`src/rtl/speck_decrypt_core.sv`:
```
// ============================================================================
//  Module   : speck_decrypt_core
//  Brief    : Iterative SPECK128/128 decryptor, one round per clock with the
//             key schedule expanded forward then unwound alongside decryption.
//  Revision : 1.0
// ============================================================================
`default_nettype none

module speck_decrypt_core #(
    parameter int ROUNDS = 32
) (
    input  logic         clk,
    input  logic         rst,
    input  logic         signal_start,
    input  logic [127:0] key,
    input  logic [127:0] ciphertext,
    output logic [127:0] plaintext,
    output logic         finished,
    output logic         busy,
    output logic [3:0]   state_response
);

    typedef enum logic [3:0] {
        ST_IDLE    = 4'd0,
        ST_EXPAND  = 4'd1,
        ST_DECRYPT = 4'd2,
        ST_DONE    = 4'd3
    } state_t;

    localparam logic [4:0] C_LAST_EXPAND = 5'(ROUNDS - 2);

    function automatic logic [63:0] f_ror(input logic [63:0] v, input int n);
        return (v >> n) | (v << (64 - n));
    endfunction

    function automatic logic [63:0] f_rol(input logic [63:0] v, input int n);
        return (v << n) | (v >> (64 - n));
    endfunction

    state_t       r_state;
    logic [63:0]  r_k, r_l, r_x, r_y;
    logic [4:0]   r_i;
    logic [127:0] r_plaintext;
    logic         r_finished;
    logic         r_busy;

    logic [63:0]  w_l_fwd, w_k_fwd;
    logic [63:0]  w_y_inv, w_x_inv;
    logic [63:0]  w_k_inv, w_l_inv;
    logic [4:0]   w_i_dec;

    // Forward schedule step: produces k[i+1], l[i+1] from k[i], l[i].
    assign w_l_fwd = (r_k + f_ror(r_l, 8)) ^ {59'd0, r_i};
    assign w_k_fwd = f_rol(r_k, 3) ^ w_l_fwd;

    // Inverse round under k[i], and schedule rewound to k[i-1], l[i-1].
    assign w_y_inv = f_ror(r_x ^ r_y, 3);
    assign w_x_inv = f_rol((r_x ^ r_k) - w_y_inv, 8);
    assign w_i_dec = r_i - 5'd1;
    assign w_k_inv = f_ror(r_k ^ r_l, 3);
    assign w_l_inv = f_rol((r_l ^ {59'd0, w_i_dec}) - w_k_inv, 8);

    always_ff @(posedge clk) begin
        if (rst) begin
            r_state     <= ST_IDLE;
            r_k         <= '0;
            r_l         <= '0;
            r_x         <= '0;
            r_y         <= '0;
            r_i         <= '0;
            r_plaintext <= '0;
            r_finished  <= 1'b0;
            r_busy      <= 1'b0;
        end else begin
            r_finished <= 1'b0;
            case (r_state)
                ST_IDLE: begin
                    if (signal_start) begin
                        r_k     <= key[63:0];
                        r_l     <= key[127:64];
                        r_x     <= ciphertext[127:64];
                        r_y     <= ciphertext[63:0];
                        r_i     <= 5'd0;
                        r_state <= ST_EXPAND;
                        r_busy  <= 1'b1;
                    end
                end
                ST_EXPAND: begin
                    r_l <= w_l_fwd;
                    r_k <= w_k_fwd;
                    r_i <= r_i + 5'd1;
                    if (r_i == C_LAST_EXPAND) begin
                        r_state <= ST_DECRYPT;
                    end
                end
                ST_DECRYPT: begin
                    r_y <= w_y_inv;
                    r_x <= w_x_inv;
                    r_k <= w_k_inv;
                    r_l <= w_l_inv;
                    r_i <= w_i_dec;
                    if (r_i == 5'd0) begin
                        r_state <= ST_DONE;
                        r_busy  <= 1'b0;
                    end
                end
                ST_DONE: begin
                    r_plaintext <= {r_x, r_y};
                    r_finished  <= 1'b1;
                    r_state     <= ST_IDLE;
                end
                default: begin
                    r_state <= ST_IDLE;
                    r_busy  <= 1'b0;
                end
            endcase
        end
    end

    assign plaintext      = r_plaintext;
    assign finished       = r_finished;
    assign busy           = r_busy;
    assign state_response = r_state;

endmodule

`default_nettype wire
```
`config.mk`:
```
export PLATFORM = sky130hd
export DESIGN_NAME = speck_decrypt_core
export DESIGN_NICKNAME = d
export VERILOG_FILES = /design/src/rtl/speck_decrypt_core.sv
export SDC_FILE = /design/constraint.sdc
export NUM_CORES = 2
export LEC_CHECK = 0
export ABC_AREA = 0
export CAP_MARGIN = 40
export CORE_MARGIN = 3
export CORE_UTILIZATION = 52
export DETAILED_ROUTE_END_ITERATION = 16
export PLACE_DENSITY_LB_ADDON = 0.08
export SLEW_MARGIN = 20
export SYNTH_ARGS = -nofsm -noshare
export SYNTH_HDL_FRONTEND = slang
export SYNTH_SLANG_ARGS = --single-unit
```
`constraint.sdc`:
```
create_clock -name clk -period 3.8 [get_ports clk]
set_input_delay 0.38 -clock clk [delete_from_list [all_inputs] [get_ports clk]]
set_output_delay 0.38 -clock clk [all_outputs]
set_load 0.02 [all_outputs]
```
==> results.cfg <==
[die]
die_area_mm2 = 0.0639
io_pins = 393
core_mm2 = 0.0596
die_w_um = 253
fp.dieH_um = 253
row_count = 89
initial_core_util = 0.531

[worst_setup_path]
arrival_ns = 4.20
r2r-start = r_k[21]
worstPathRequired_ns = 4.30
path_class = reg2reg
endpoint_kind = register
regToRegEndpoint = r_l[7]
cp_max_fo = 5
reg2regPathDepth = 13
critPathLaunchType = register
r2r_slack_ns = 0.1

[synth]
ys_warn_count = 0
avgSynthCellArea_um2 = 7.68
yosysUniqueCellTypes = 106
synth_edf_count = 0
syn_inst = 4124
ys_async_sr_fraction = 0
netlist_area_mm2 = 0.0317
ys.flop_type = dfxtp_1
ys_seq_elements = 393
ys_seq_area_frac = 0.249

[detailed_routing]
drtIter0Drc = 3891
routed_wirelength_um = 137000
vias = 34900
first_pass_iters = 6
avgRoutedWirePerCell_um = 25.5
vias_per_cell = 6.52
drc_errors = 0
ant_nets = 0

[layout]
drive_gt1_frac = 0.0964
layout_commonest_cell = nor2_1
postLayoutCoreUtil = 0.657
layout_common_cells = nor2_1 (605), a21oi_1 (398), clkdlybuf4s50_1 (389)
nNetsFinal = 4999
area_delta_synth_final_pct = 23.7

[timing]
period_share = 0.974
relSlewSlack = 0.145
setup_viol_count_final = 0
setup_ws_ns = 0.0988
finalHoldViolCount = 0
whs_ns = 0.253
period_minus_slack_ns = 3.70
rsz0062_at_grt = yes
max_freq_mhz = 270
worstMarginPinSlew_ns = 1.28
drv_slew = 0
skew_ns = 0.0335

[clocking]
clkTransAtPathRegs_ns = 0.06
cts.sinks = 393
clockBufferDepth = 3
root_buffer = clkbuf_16
cts_buffers = 45
tritoncts = built
cts_max_level = 2
worstSkewPairLatency_ns = 0.63

[placement]
place.port_buffers = 390
gp_congestion = 1.07
post-place-ws_ns = -0.187
dp_hpwl_um = 106000

[min_path]
whs_path_depth = 2
hold_path_end = r_k[47]
min_from = rst
min_path_type = in2reg

[grt]
grt_overflow = 0
grt_pass1_wl_um = 201000
grt_max_degree = 131
grt_pass1_vias = 32200
groute.usage.overall = 0.410
antenna_found_initial = 5

[outcome]
status = finished, final reports clean

[flow_run]
drv_cap = 0
per-layer routing:
layer  share of wire  global-route usage  vias to the layer above
li1                -                   -                    15900
met1            0.41               0.553                    16600
met2            0.43               0.629                     2037
met3            0.12               0.100                      366
met4           0.046               0.163                        6
met5         0.00028                   0                        -
kinds of logic (layout without fill, tap and decap cells):
kind of cell,Yosys count,after routing,share of synthesized area
buffers and inverters,343,793,0.0470
flip-flops,393,393,0.249
XOR/XNOR,418,418,0.118
multiplexers,164,164,0.0520
AND/OR/NAND/NOR,1356,1356,0.196
adder cells (fa/ha/maj),199,199,0.0794
AO/OA/AOI/OAI,1250,1250,0.259
other,1,4,0.000118
worst max-delay path, cell delays in order (launching register included):
cell	delay, ns
dfxtp_1	0.37
xnor2_1	0.41
ha_1	0.38
a21oi_1	0.17
o21ai_0	0.18
a221oi_1	0.34
o21ai_1	0.20
a2111o_1	0.40
a31o_2	0.26
a41oi_2	0.18
o21ai_0	0.20
buf_4	0.19
xnor2_1	0.13
a22o_1	0.18
area by class of cell:
class	count	area, um2
well taps	773	967
diodes	2	5.00
flip-flops and latches	393	7880
clock inverters	15	163
inverters	55	209
clock buffers	66	1350
fillers	5270	20400
multi-input cells	3389	22600
repair buffers	657	6020
state kept, by name, indices dropped and copies added, names as in the netlist:
| name | flops |
|---|---|
| r_y | 64 |
| r_i | 5 |
| r_x | 64 |
| r_l | 64 |
| r_k | 64 |
| plaintext | 128 |
| busy | 1 |
| finished | 1 |
| state_response | 2 |
cell usage after synthesis (10+ instances only):
cell | n | area [um2]
a211o_1 | 10 | 87.6
a211oi_1 | 139 | 1040
a21boi_0 | 10 | 75.1
a21o_1 | 123 | 923
a21oi_1 | 400 | 2000
a221o_1 | 17 | 170
a221oi_1 | 43 | 377
a31oi_1 | 35 | 219
and2_1 | 13 | 81.3
and3_1 | 35 | 219
and4_1 | 13 | 114
buf_1 | 42 | 158
clkbuf_1 | 211 | 792
clkbuf_8 | 10 | 138
dfxtp_1 | 393 | 7870
ha_1 | 196 | 2450
inv_1 | 55 | 206
mux2i_1 | 160 | 1600
nand2_1 | 255 | 957
nand2b_1 | 16 | 100
nand3_1 | 61 | 305
nand4_1 | 70 | 438
nor2_1 | 606 | 2270
nor2b_1 | 20 | 125
nor3_1 | 136 | 681
nor4_1 | 44 | 275
o211ai_1 | 32 | 240
o21a_1 | 20 | 150
o21ai_0 | 198 | 991
o21ai_1 | 16 | 80.1
o21bai_1 | 50 | 375
o221ai_1 | 10 | 87.6
o22ai_1 | 13 | 81.3
o31a_1 | 16 | 140
o31ai_1 | 14 | 105
or2_2 | 13 | 81.3
or3_1 | 27 | 169
or4_1 | 14 | 105
xnor2_1 | 252 | 2210
xor2_1 | 160 | 1400
metrics by stage:
| stage | area [um2] | cells | TNS [ns] |
|---|---|---|---|
| final | 39100 | 5350 | 0 |
| after CTS | 39000 | 5342 | 0 |
| after global routing | 39100 | 5349 | -0.0443 |
| after detailed placement | 37400 | 5261 | -0.241 |
| after floorplan | 31700 | 4125 | 0 |
| after global placement | 37400 | 5260 | -0.814 |
what timing repair did:
action                     CTS  global route
pin swaps                    1            19
hold buffers                 0             0
resized for setup            8            40
setup endpoints to repair    4            36
setup buffers                0             6
worst max-delay path by stage:
stage	start	to	slack, ns
2_1_floorplan	r_i[0]	r_l[0]	0.12
3_3_place_gp	r_k[27]	r_x[1]	-0.75
3_5_place_dp	r_k[27]	r_x[1]	-0.19
4_1_cts	r_k[24]	r_x[1]	0.04
5_1_grt	r_i[0]	r_l[0]	-0.04
6_report	r_k[21]	r_l[7]	0.1
Power is not shown: default switching activity piles up to over one toggle a cycle in this logic, so the estimate is an artifact.
